File: config.mk
export PLATFORM = sky130hd
export DESIGN_NAME = collision_hitstop_flat
export DESIGN_NICKNAME = d
export VERILOG_FILES = /design/src/rtl/collision_pkg.sv /design/src/rtl/collision_hitstop_if.sv /design/src/rtl/frame_tick_gen.sv /design/src/rtl/collision_hitstop.sv /design/src/flat_wrapper.sv
export SDC_FILE = /design/constraint.sdc
export NUM_CORES = 1
export LEC_CHECK = 0
export CORE_MARGIN = 4
export CORE_UTILIZATION = 50
export DETAILED_ROUTE_END_ITERATION = 12
export PLACE_DENSITY = 0.94
export SLEW_MARGIN = 40
export SYNTH_ARGS = -nofsm -noshare
export SYNTH_HDL_FRONTEND = slang
export SYNTH_SLANG_ARGS = --single-unit
File: constraint.sdc
create_clock -name clk -period 7.25 [get_ports clk]
set_input_delay 2.175 -clock clk [delete_from_list [all_inputs] [get_ports clk]]
set_output_delay 2.175 -clock clk [all_outputs]
set_load 0.005 [all_outputs]
File: src/rtl/collision_pkg.sv
// Shared types and widths for the collision/hit-stop path and its frame-tick helper.
package collision_pkg;

  localparam int unsigned H_TOTAL_DEF = 800;
  localparam int unsigned V_TOTAL_DEF = 525;
  localparam int unsigned COORD_W     = 10;
  localparam int unsigned LIVES_W     = 3;
  localparam int unsigned OVL_W       = 8;

  typedef logic [1:0] state_t;
  localparam state_t RUN  = 2'd0;
  localparam state_t STOP = 2'd1;
  localparam state_t OVER = 2'd2;

  function automatic logic [OVL_W-1:0] sat_inc(input logic [OVL_W-1:0] v);
    return (&v) ? v : v + OVL_W'(1);
  endfunction

endpackage

File: src/rtl/collision_hitstop_if.sv
// Scan-side inputs and game-side outputs of collision_hitstop.
// master drives the pixel scan; slave is the collision block.
interface collision_hitstop_if;
  import collision_pkg::*;

  logic               pixel_tick;
  logic [COORD_W-1:0] x;
  logic [COORD_W-1:0] y;
  logic               video_on;
  logic               goose;
  logic               bean;
  logic               check_hit;
  logic               hit_pulse;
  logic               game_over;
  logic [LIVES_W-1:0] lives_left;
  logic               flash;

  modport master (
    output pixel_tick, x, y, video_on, goose, bean,
    input  check_hit, hit_pulse, game_over, lives_left, flash
  );

  modport slave (
    input  pixel_tick, x, y, video_on, goose, bean,
    output check_hit, hit_pulse, game_over, lives_left, flash
  );

endinterface

File: src/rtl/frame_tick_gen.sv
// One-clock strobe on the last pixel of the frame (bottom-right corner incl. blanking).
module frame_tick_gen
  import collision_pkg::*;
#(
    parameter int unsigned H_TOTAL = H_TOTAL_DEF,
    parameter int unsigned V_TOTAL = V_TOTAL_DEF
) (
    input  logic               pixel_tick_i,
    input  logic [COORD_W-1:0] x_i,
    input  logic [COORD_W-1:0] y_i,
    output logic               frame_tick_o
);

    localparam logic [COORD_W-1:0] XLast = COORD_W'(H_TOTAL - 1);
    localparam logic [COORD_W-1:0] YLast = COORD_W'(V_TOTAL - 1);

    assign frame_tick_o = pixel_tick_i & (x_i == XLast) & (y_i == YLast);

endmodule

File: src/rtl/collision_hitstop.sv
// Goose/bean overlap detector: commits at most one hit per frame, then freezes the game
// for HITSTOP_FRAMES frames. Optional goose blink in the freeze window with HIT_FLASH_EN.
module collision_hitstop
  import collision_pkg::*;
#(
    parameter int unsigned H_TOTAL        = H_TOTAL_DEF,
    parameter int unsigned V_TOTAL        = V_TOTAL_DEF,
    parameter int unsigned HITSTOP_FRAMES = 30,
    parameter int unsigned LIVES          = 3,
    parameter int unsigned MIN_OVERLAP    = 4
) (
    input logic                clk,
    input logic                reset,
    collision_hitstop_if.slave bus
);

    localparam int unsigned        StopW     = $clog2(HITSTOP_FRAMES + 1);
    localparam logic [StopW-1:0]   StopInit  = StopW'(HITSTOP_FRAMES);
    localparam logic [LIVES_W-1:0] LivesInit = LIVES_W'(LIVES);
    localparam logic [OVL_W:0]     MinOvl    = (OVL_W + 1)'(MIN_OVERLAP);

    logic frame_tick;

    frame_tick_gen #(
        .H_TOTAL(H_TOTAL),
        .V_TOTAL(V_TOTAL)
    ) u_frame_tick_gen (
        .pixel_tick_i(bus.pixel_tick),
        .x_i         (bus.x),
        .y_i         (bus.y),
        .frame_tick_o(frame_tick)
    );

    state_t             state_q, state_d;
    logic [LIVES_W-1:0] lives_q, lives_d;
    logic [StopW-1:0]   stop_cnt_q, stop_cnt_d;
    logic [OVL_W-1:0]   ovl_cnt_q, ovl_cnt_d;
    logic               hit_q, hit_d;
    logic               ovl;
    logic [OVL_W:0]     eval;

    assign ovl = bus.pixel_tick & bus.video_on & bus.goose & bus.bean;
    // The frame's last pixel still counts toward that frame's verdict.
    assign eval = {1'b0, ovl_cnt_q} + {{OVL_W{1'b0}}, ovl};

    always_comb begin
        state_d    = state_q;
        lives_d    = lives_q;
        stop_cnt_d = stop_cnt_q;
        ovl_cnt_d  = ovl_cnt_q;
        hit_d      = 1'b0;
        case (state_q)
            RUN: begin
                if (frame_tick) begin
                    ovl_cnt_d = '0;
                    if (eval >= MinOvl) begin
                        hit_d   = 1'b1;
                        lives_d = lives_q - LIVES_W'(1);
                        if (lives_q == LIVES_W'(1)) begin
                            state_d = OVER;
                        end else begin
                            state_d    = STOP;
                            stop_cnt_d = StopInit;
                        end
                    end
                end else if (ovl) begin
                    ovl_cnt_d = sat_inc(ovl_cnt_q);
                end
            end
            STOP: begin
                ovl_cnt_d = '0;
                if (frame_tick) begin
                    stop_cnt_d = stop_cnt_q - StopW'(1);
                    if (stop_cnt_q == StopW'(1)) state_d = RUN;
                end
            end
            OVER: begin
                ovl_cnt_d = '0;
            end
            default: begin
                state_d   = RUN;
                ovl_cnt_d = '0;
            end
        endcase
    end

    always_ff @(posedge clk) begin
        if (reset) begin
            state_q    <= RUN;
            lives_q    <= LivesInit;
            stop_cnt_q <= '0;
            ovl_cnt_q  <= '0;
            hit_q      <= 1'b0;
        end else begin
            state_q    <= state_d;
            lives_q    <= lives_d;
            stop_cnt_q <= stop_cnt_d;
            ovl_cnt_q  <= ovl_cnt_d;
            hit_q      <= hit_d;
        end
    end

    assign bus.check_hit  = (state_q != RUN);
    assign bus.game_over  = (state_q == OVER);
    assign bus.lives_left = lives_q;
    assign bus.hit_pulse  = hit_q;

`ifdef HIT_FLASH_EN
    logic       flash_q, flash_d;
    logic [1:0] fdiv_q, fdiv_d;

    // Blink period is 8 frames: 4 on, 4 off, starting on at STOP entry.
    always_comb begin
        flash_d = flash_q;
        fdiv_d  = fdiv_q;
        if (state_q == RUN && state_d == STOP) begin
            flash_d = 1'b1;
            fdiv_d  = 2'd0;
        end else if (state_q == STOP && state_d == RUN) begin
            flash_d = 1'b0;
        end else if (state_q == STOP && frame_tick) begin
            fdiv_d = fdiv_q + 2'd1;
            if (fdiv_q == 2'd3) flash_d = ~flash_q;
        end
    end

    always_ff @(posedge clk) begin
        if (reset) begin
            flash_q <= 1'b0;
            fdiv_q  <= 2'd0;
        end else begin
            flash_q <= flash_d;
            fdiv_q  <= fdiv_d;
        end
    end

    assign bus.flash = flash_q;
`else
    assign bus.flash = 1'b0;
`endif

endmodule

File: src/flat_wrapper.sv
// flat-port wrapper written by rule: the top's interface ports become plain ports
module collision_hitstop_flat import collision_pkg::*;
#(
    parameter int unsigned H_TOTAL        = H_TOTAL_DEF,
    parameter int unsigned V_TOTAL        = V_TOTAL_DEF,
    parameter int unsigned HITSTOP_FRAMES = 30,
    parameter int unsigned LIVES          = 3,
    parameter int unsigned MIN_OVERLAP    = 4
)
  (clk, reset, bus_pixel_tick, bus_x, bus_y, bus_video_on, bus_goose, bus_bean, bus_check_hit, bus_hit_pulse, bus_game_over, bus_lives_left, bus_flash);
  collision_hitstop_if bus_i ();
  input logic clk;
  input logic reset;
  input wire logic [$bits(bus_i.pixel_tick)-1:0] bus_pixel_tick;
  input wire logic [$bits(bus_i.x)-1:0] bus_x;
  input wire logic [$bits(bus_i.y)-1:0] bus_y;
  input wire logic [$bits(bus_i.video_on)-1:0] bus_video_on;
  input wire logic [$bits(bus_i.goose)-1:0] bus_goose;
  input wire logic [$bits(bus_i.bean)-1:0] bus_bean;
  output wire logic [$bits(bus_i.check_hit)-1:0] bus_check_hit;
  output wire logic [$bits(bus_i.hit_pulse)-1:0] bus_hit_pulse;
  output wire logic [$bits(bus_i.game_over)-1:0] bus_game_over;
  output wire logic [$bits(bus_i.lives_left)-1:0] bus_lives_left;
  output wire logic [$bits(bus_i.flash)-1:0] bus_flash;
  assign bus_i.pixel_tick = bus_pixel_tick;
  assign bus_i.x = bus_x;
  assign bus_i.y = bus_y;
  assign bus_i.video_on = bus_video_on;
  assign bus_i.goose = bus_goose;
  assign bus_i.bean = bus_bean;
  assign bus_check_hit = bus_i.check_hit;
  assign bus_hit_pulse = bus_i.hit_pulse;
  assign bus_game_over = bus_i.game_over;
  assign bus_lives_left = bus_i.lives_left;
  assign bus_flash = bus_i.flash;
  collision_hitstop #(.H_TOTAL(H_TOTAL), .V_TOTAL(V_TOTAL), .HITSTOP_FRAMES(HITSTOP_FRAMES), .LIVES(LIVES), .MIN_OVERLAP(MIN_OVERLAP)) u_core (.clk(clk), .reset(reset), .bus(bus_i));
endmodule
==> flow_metrics.env, run 1 <==
export IMPL_syn_num_nets=166
export IMPL_mappedNetlistArea_um2=1112
export IMPL_tightest_slew_ps=566.3
export IMPL_design_die_area_um2=3043
export IMPL_path_class="input port to register"
export IMPL_synth_top_area_frac=0.3420
export IMPL_cts_htree_levels=1
export IMPL_cp_end_kind="register"
export IMPL_detailed_place_hpwl_mm=2.201
export IMPL_power_per_cell_area_nw_per_um2=120.9
export IMPL_detailedRoute_firstPassIterationCount=4
export IMPL_final_global_route_overflow_total=0
export IMPL_floorplan_core_area_um2=2042
export IMPL_die_h_um=55.17
export IMPL_grt_antenna_before_repair=0
export IMPL_skew_ps=1.632
export IMPL_slowest_delay_ps=540
export IMPL_synth_top_cell_by_area="sky130_fd_sc_hd__dfxtp_1"
export IMPL_finalCriticalPeriod_ps=4260
export IMPL_post_synth_main_area_contributors="sky130_fd_sc_hd__dfxtp_1 (34%), sky130_fd_sc_hd__ha_1 (7.9%), sky130_fd_sc_hd__nor2_1 (7.8%)"
export IMPL_timing_final_setup_violations=0
export IMPL_vias_per_cell=5.736
export IMPL_floorplan_io_pins=33
export IMPL_worstPathMaxFanout=3
export IMPL_row_count=16
export IMPL_cp_slowest_cell="sky130_fd_sc_hd__or4b_4"
export IMPL_hold_class="register to register"
export IMPL_outcome="completed"
export IMPL_crit_chain="clkdlybuf4s50_1 -> or4b_4 -> or4_4 -> a2111oi_1 -> nor2_1 -> or3_1"
export IMPL_final_cell_mix="sky130_fd_sc_hd__clkdlybuf4s50_1 (31), sky130_fd_sc_hd__nor2_1 (23), sky130_fd_sc_hd__dfxtp_1 (19), sky130_fd_sc_hd__nor3_1 (7), sky130_fd_sc_hd__ha_1 (7)"
export IMPL_required_ps=7450
export IMPL_final_period_utilization=0.5875
export IMPL_routability_congestion_estimate=0.8519
export IMPL_clk_root_buffer_cell="sky130_fd_sc_hd__clkbuf_4"
export IMPL_postSynth_topFlopCell="sky130_fd_sc_hd__dfxtp_1"
export IMPL_post_drt_wl_per_cell_um=14.33
export IMPL_vdd_ir_drop_worst_mv=0.1164
export IMPL_first_global_vias=1126
export IMPL_clk_latency_ps=300
export IMPL_number_of_hold_repair_buffers_added_at_the_cts_stage=0
export IMPL_number_of_cts_inserted_buffers=3
export IMPL_post_synth_edffs=0
export IMPL_drt_iter0_markers=26
export IMPL_place_port_buffers=31
export IMPL_commonest_non_fill_non_tap_cell_in_the_layout="sky130_fd_sc_hd__clkdlybuf4s50_1"
export IMPL_final_layout_size_suffix_gt1_frac=0.04217
export IMPL_route_detailed_drc=0
export IMPL_maxCapViolations=0
export IMPL_netlist_instances=133
export IMPL_proportion_of_synthesized_flip_flops_having_asynchronous_set_or_reset=0
export IMPL_floorplan_initialDensity=0.5447
export IMPL_grt_first_pass_wirelength_mm=4.609
export IMPL_totalWireLength_mm=2.765
export IMPL_drt_antenna_violating_nets=0
export IMPL_clockBufferDepth=2
export IMPL_startpoint_type_of_the_worst_setup_path="input port"
export IMPL_layout_area_overhead_pct=32.28
export IMPL_cts_tree="built"
export IMPL_finalHoldViolCount=0
export IMPL_finalMaxSlewViolations=0
export IMPL_grt_start_max_net_pins=13
export IMPL_grt_setup_unrepaired="no"
export IMPL_cts_sink_count=19
export IMPL_max_slew_margin=0.6127
export IMPL_final_util=0.7206
export IMPL_synth_cell_type_count=46
export IMPL_routed_via_count=1107
export IMPL_worst_setup_hold_path_clk_slew_ps=100
export IMPL_antennaDiodeCount=0
export IMPL_postSynthRegisterBits=19
export IMPL_die_width_um=55.17
export IMPL_syn_area_per_cell_um2=8.363
export IMPL_fmax_mhz=234.8
export IMPL_yosysWarningCount=0
export IMPL_cts_resized_gates=0
export IMPL_nFillCells=173
export IMPL_power_static_leakage_nw=0.5398
export IMPL_cp_data_arrival_time_ps=4460
export IMPL_tns_ps=0
export IMPL_postCtsSetupBuffers=0
export IMPL_nNetsFinal=200
export IMPL_ys_seq_area_frac=0.3420
export IMPL_track_usage=0.2111
## registers in the layout (all words and copies together) (netlist names)
register,cells
u_core.bus.hit_pulse,1
u_core.bus.lives_left,3
u_core.ovl_cnt_q,8
u_core.state_q,2
u_core.stop_cnt_q,5
## power by group
part           switching [W]  internal, W  total (W)
registers        0.000000366     0.000105   0.000105
logic             0.00000558    0.0000132  0.0000188
clock network      0.0000327    0.0000215  0.0000541
## Yosys cell counts (all sizes together) (2+ instances only)
cell / instances
a2111oi: 2
a21oi: 4
a311oi: 2
a31oi: 3
and3: 2
and4: 2
dfxtp: 19
ha: 7
inv: 6
nand2: 6
nand2b: 3
nand3: 3
nand4: 4
nor2: 23
nor2b: 3
nor3: 7
o21ai: 3
or3: 2
or4: 3
xnor2: 6
## worst paths after layout
kind | start | end | slack, ps | cells past startpoint
worst max-delay path | bus_x[5] | u_core.bus.lives_left[0] | 2990 | 6
worst min-delay path | u_core.bus.lives_left[1] | u_core.bus.lives_left[1] | 500 | 1
worst max register to register | u_core.ovl_cnt_q[0] | u_core.bus.lives_left[0] | 5190 | 6
worst min register to register | u_core.bus.lives_left[1] | u_core.bus.lives_left[1] | 500 | 1
## logic make-up (layout without fill, tap and decap cells)
family | after synthesis | after routing | synth area share
compound gates | 24 | 24 | 0.1586
simple gates | 66 | 66 | 0.3228
xor+xnor | 7 | 7 | 0.05512
mux | 1 | 1 | 0.008999
buf+inv | 8 | 41 | 0.03037
fa+ha+maj | 7 | 7 | 0.07874
other cells | 1 | 1 | 0.003371
flops | 19 | 19 | 0.3420
## layout make-up
cell class	count	area, µm²	area share
multi-input combinational	106	698.2	0.4745
sequential	19	380.4	0.2585
timing repair buffer	31	310.3	0.2109
tap	27	33.78	0.02296
clock buffer	4	26.28	0.01786
inverter	6	22.52	0.01531
## worst max-delay path, delay by kind of cell
family                 cells  cell delay (ps)
buffers and inverters      1              400
AO/OA/AOI/OAI              1              410
AND/OR/NAND/NOR            4             1460
## through the flow
| step | setup slack (ps) | cells | hold slack [ps] | power, W | instance area, µm² |
|---|---|---|---|---|---|
| 2_1_floorplan | 3196 | 133 | 471.6 | 0.0001117 | 1112 |
| 3_3_place_gp | 2735 | 189 | 481.2 | 0.0001253 | 1445 |
| 3_5_place_dp | 2660 | 189 | 482.0 | 0.0001260 | 1445 |
| 4_1_cts | 2987 | 193 | 507.6 | 0.0001794 | 1471 |
| 5_1_grt | 2824 | 193 | 539.0 | 0.0001843 | 1471 |
| 6_report | 2990 | 193 | 499.6 | 0.0001778 | 1471 |
## metal layers
metal | track usage | share of wire | vias to the layer above
met4 | 0.09717 | 0.022 | 0
met1 | 0.2341 | 0.38 | 499
met5 | 0 | 0 | -
met3 | 0.06702 | 0.069 | 8
li1 | - | - | 556
met2 | 0.3642 | 0.53 | 44
(Power assumes the default switching activity.)
==> run 2: changes to the inputs <==
Settings changed: CORE_UTILIZATION 50 to 42, PLACE_DENSITY 0.94 to 0.85.
Clock period 7.25 ns to 3.5 ns, I/O delays scaled along.
==> flow_metrics.env, run 2 (synthesis results as in run 1) <==
export IMPL_grt_setup_unrepaired="no"
export IMPL_floorplan_core_area_um2=2500
export IMPL_maxCapViolations=0
export IMPL_numPlacedInstances=193
export IMPL_required_ps=3690
export IMPL_outcome="completed"
export IMPL_total_power_w=0.0003679
export IMPL_final_global_route_overflow_total=0
export IMPL_post_layout_instance_count_excluding_filler_cells=197
export IMPL_reg2reg_depth=6
export IMPL_row_count=18
export IMPL_timing_final_setup_violations=0
export IMPL_startpoint="bus_pixel_tick"
export IMPL_skew_ps=7.602
export IMPL_design_die_area_um2=3535
export IMPL_cts_htree_levels=1
export IMPL_route_detailed_drc=0
export IMPL_cp_end_kind="register"
export IMPL_holdCritStartpoint="u_core.bus.lives_left[1]"
export IMPL_fin_worst_hold_slack_ps=500.4
export IMPL_number_of_hold_repair_buffers_added_at_the_cts_stage=0
export IMPL_routability_congestion_estimate=0.8420
export IMPL_nNetsFinal=201
export IMPL_cp_data_arrival_time_ps=3380
export IMPL_vias_per_cell=5.645
export IMPL_hold_class="register to register"
export IMPL_worst_setup_hold_path_clk_slew_ps=100
export IMPL_path_class="input port to register"
export IMPL_rrSetupSlack_ps=1310
export IMPL_drt_iter0_markers=70
export IMPL_max_slew_margin=0.5590
export IMPL_cts_sink_count=19
export IMPL_number_of_cts_inserted_buffers=3
export IMPL_tns_ps=0
export IMPL_routed_via_count=1112
export IMPL_top_register="u_core.ovl_cnt_q"
export IMPL_layout_area_overhead_pct=33.30
export IMPL_startpoint_type_of_the_worst_setup_path="input port"
export IMPL_commonest_non_fill_non_tap_cell_in_the_layout="sky130_fd_sc_hd__clkdlybuf4s50_1"
export IMPL_place_port_buffers=31
export IMPL_floorplan_initialDensity=0.4449
export IMPL_clk_latency_ps=300
export IMPL_post_drt_wl_per_cell_um=14.15
export IMPL_finalMaxSlewViolations=0
export IMPL_die_width_um=59.46
export IMPL_cts_tree="built"
export IMPL_vdd_ir_drop_worst_mv=0.2736
export IMPL_fmax_mhz=313.3
export IMPL_totalWireLength_mm=2.788
export IMPL_largest_register_ff_count=8
export IMPL_track_usage=0.1775
export IMPL_worstReg2RegStart="u_core.ovl_cnt_q[0]"
export IMPL_finalCriticalPeriod_ps=3192
export IMPL_die_h_um=59.46
export IMPL_postCtsSetupBuffers=0
export IMPL_drt_antenna_violating_nets=0
export IMPL_antennaDiodeCount=0
export IMPL_first_global_vias=1150
export IMPL_critical_path_reg2reg_endpoint="u_core.bus.lives_left[0]"
export IMPL_grt_start_max_net_pins=13
export IMPL_final_period_utilization=0.9119
export IMPL_finalHoldViolCount=0
export IMPL_floorplan_io_pins=33
export IMPL_tightest_slew_ps=644.8
export IMPL_clockBufferDepth=2
export IMPL_worstHoldEndpoint="u_core.bus.lives_left[1]"
export IMPL_worstPathMaxFanout=6
export IMPL_power_per_cell_area_nw_per_um2=248.1
export IMPL_cts_resized_gates=0
export IMPL_detailed_place_hpwl_mm=2.202
export IMPL_detailedRoute_firstPassIterationCount=4
export IMPL_clk_root_buffer_cell="sky130_fd_sc_hd__clkbuf_4"
export IMPL_final_layout_size_suffix_gt1_frac=0.04790
export IMPL_grt_first_pass_wirelength_mm=4.885
export IMPL_hold_path_depth=1
export IMPL_power_static_leakage_nw=0.5452
export IMPL_final_cell_mix="sky130_fd_sc_hd__clkdlybuf4s50_1 (31), sky130_fd_sc_hd__nor2_1 (23), sky130_fd_sc_hd__dfxtp_1 (19), sky130_fd_sc_hd__nor3_1 (7), sky130_fd_sc_hd__ha_1 (7)"
export IMPL_grt_antenna_before_repair=0
run 2: cell types whose count changed in the layout (fill, tap and decap cells not counted), sizes merged:
| cell | before | now |
|---|---|---|
| buf | 0 | 1 |
run 2: power by group:
group          switching, W  leakage, nW  internal, W
Clock             0.0000676       0.0150    0.0000445
Combinational     0.0000111        0.377    0.0000274
Sequential      0.000000740        0.153     0.000217
Total             0.0000794        0.545     0.000288
run 2: metal layers:
layer	up-vias	track usage	part of all wire
met3	6	0.03922	0.035
met1	528	0.1989	0.40
li1	554	-	-
met2	24	0.3276	0.55
met4	0	0.05502	0.012
met5	-	0	0
run 2: critical path, stage by stage:
cell,delay [ps]
sky130_fd_sc_hd__clkdlybuf4s50_1,410
sky130_fd_sc_hd__and4_1,210
sky130_fd_sc_hd__ha_1,250
sky130_fd_sc_hd__a2111oi_0,640
sky130_fd_sc_hd__a41o_1,240
sky130_fd_sc_hd__a2111o_1,240
sky130_fd_sc_hd__nor2_1,50
sky130_fd_sc_hd__or3_1,290
run 2: metrics by stage:
| step | util | cell area (µm²) | setup slack (ps) |
|---|---|---|---|
| after floorplan | - | 1112 | 570.9 |
| after CTS | 0.5931 | 1483 | 341.5 |
| after global routing | 0.5931 | 1483 | 163.2 |
| final | 0.5931 | 1483 | 308.3 |
| after global placement | 0.5826 | 1456 | 116.6 |
| after detailed placement | 0.5826 | 1456 | 13.98 |
run 2: layout make-up:
type | count | area [µm²]
tap | 30 | 37.54
sequential | 19 | 380.4
timing repair buffer | 32 | 317.8
clock buffer | 4 | 26.28
multi-input combinational | 106 | 698.2
fill | 217 | 1017
inverter | 6 | 22.52
run 2: worst max path at each step:
stage / to / slack, ps / depth (start not counted)
3_3_place_gp: u_core.bus.lives_left[2] / 120 / 6
6_report: u_core.bus.lives_left[0] / 310 / 8
3_5_place_dp: u_core.bus.lives_left[0] / 10 / 8
2_1_floorplan: u_core.bus.lives_left[2] / 570 / 5
5_1_grt: u_core.bus.lives_left[0] / 160 / 8
4_1_cts: u_core.bus.lives_left[0] / 340 / 8
==> edit, RTL diff (settings of run 2) <==
`HITSTOP_FRAMES` is set to 30 in 2 places; all go to 60.
--- a/src/rtl/collision_hitstop.sv
+++ b/src/rtl/collision_hitstop.sv
@@ -5,7 +5,7 @@
 #(
     parameter int unsigned H_TOTAL        = H_TOTAL_DEF,
     parameter int unsigned V_TOTAL        = V_TOTAL_DEF,
-    parameter int unsigned HITSTOP_FRAMES = 30,
+    parameter int unsigned HITSTOP_FRAMES = 60,
     parameter int unsigned LIVES          = 3,
     parameter int unsigned MIN_OVERLAP    = 4
 ) (
--- a/src/flat_wrapper.sv
+++ b/src/flat_wrapper.sv
@@ -3,7 +3,7 @@
 #(
     parameter int unsigned H_TOTAL        = H_TOTAL_DEF,
     parameter int unsigned V_TOTAL        = V_TOTAL_DEF,
-    parameter int unsigned HITSTOP_FRAMES = 30,
+    parameter int unsigned HITSTOP_FRAMES = 60,
     parameter int unsigned LIVES          = 3,
     parameter int unsigned MIN_OVERLAP    = 4
 )
Check against the original RTL: no difference found for any inputs over 10 cycles, from zero or initial values and one cycle with reset high; that may be too few to reach the edited logic, so the function may still have changed.
==> edit against run 2 <==
  * Final area is 9.6% higher
  * Sequential cell count is 1 higher
  * Via count is 2.8% higher
  * First-iteration DRC count is 34% higher
  * Clock skew is 0.0044 ns lower
  * Area after synthesis is 16% higher
  * Routed wire length is 4.2% higher
  * Final cell count stayed put
  * Worst setup slack better by 0.23 ns
  * Largest cell class unchanged
  * Global-route usage is 2.3 points lower
  * Non-clock buffer count is 1 lower
  * Die area is 14% higher
  * Critical path depth is 1 higher
  * Total power is 2.5% higher
==> edit: results (changes against run 2) <==
status: "finished clean"
worstHoldEndpoint: "u_core.stop_cnt_q[0]$_SDFFE_PP0P_"
synth_xor_area_share_pct: 2.72  # -2.8 points
synthAdderAreaFrac_pct: 6.80  # -1.1 points
finalClockSkew_ns: 0.00315  # -0.00445 ns
worstReg2RegEnd: "u_core.bus.lives_left[2]$_SDFFE_PP0P_"
r2r_setup_slack_ns: 1.62  # +0.31 ns
synth_compound_area_share_pct: 20.9  # +5.0 points
grt_pass1_vias: 1157  # +0.61%
leakagePower_nw: 0.625  # +15%
nonClkBufAreaFrac_pct: 19.1  # -2.3 points
drtIter0Drc: 94  # +34%
synthMuxAreaShare_pct: 0.777  # -0.12 points
yosys-top-cells-count: "20 x dfxtp_1, 11 x nor3_1, 10 x nor2_1, 9 x nand2_1, 7 x ha_1"
clk_share_pct: 1.39  # -0.39 points
place_area_mm2: 0.00160  # +10%
grt_pass1_wl_mm: 5.02  # +2.7%
netlist_top_cells_area: "dfxtp_1 31%, ha_1 6.8%, nor3_1 4.3%"
clock_buffers: 3  # -1
dp_cells: 194  # +0.52%
whs_ns: 0.543  # +0.0427 ns
synth_cells: 138  # +3.8%
cts.sinks: 20  # +1
cp_slowest_stage_delay_ns: 0.47  # -0.17 ns
synth_cell_types: 52  # +13%
holdCritStartpoint: "u_core.stop_cnt_q[0]$_SDFFE_PP0P_"
htree_levels: 1  # unchanged
fin_ws_ns: 0.534  # +0.226 ns
grt_max_degree: 16  # +3
gp_congestion: 0.857  # +1.7%
multi_input_area_share_pct: 51.1  # +4.0 points
final.fill_count: 268  # +24%
r2r_cells: 7  # +1
switching_share_pct: 20.9  # -0.73 points
track_usage_pct: 15.4  # -2.3 points
drt-total-wl_mm: 2.91  # +4.2%
syn2layout_area_growth_pct: 26.2
drive_above_1_share_pct: 13.9  # +9.1 points
worst_pin_slew_ns: 0.614  # -0.0307 ns
vdd_drop_max_mv: 0.289  # +5.4%
async_flop_share_pct: 0  # unchanged
crit_slowest_cell: "clkdlybuf4s50_1"
arrival_ns: 3.16  # -0.22 ns
place_hpwl_mm: 2.35  # +6.5%
dr_total_vias: 1143  # +2.8%
n_all_buffers: 31  # -3.1%
vias_per_cell: 5.80  # +2.8%
holdPathStages: 2  # +1
[edit: cell count changes after synthesis, moves of 2 or more]
cell,delta
clkbuf_1,+2
and4bb_2,+2
a21oi_1,+2
nand2_1,+3
nor2_1,-13
a211oi_1,+3
nor3_1,+4
a311oi_1,-2
nand4_1,-3
nor2b_1,-2
a31o_2,+3
a2111oi_4,+2
xnor2_1,-4
[edit: power groups by stage]
stage               combinational [mW]  clock (mW)  sequential [mW]
floorplan                       0.0145           0            0.234
detailed placement              0.0446           0            0.234
finish                          0.0446       0.104            0.229
global route                    0.0478       0.120            0.229
global placement                0.0428           0            0.234
CTS                             0.0446       0.108            0.229
[edit: layer usage]
| layer | part of all wire, % | GRT usage [%] | up-vias |
|---|---|---|---|
| met4 | 1.5 | 5.12 | 0 |
| met2 | 56 | 28.9 | 19 |
| met5 | 0 | 0 | - |
| met3 | 3.4 | 4.44 | 6 |
| met1 | 39 | 16.2 | 555 |
| li1 | - | - | 563 |
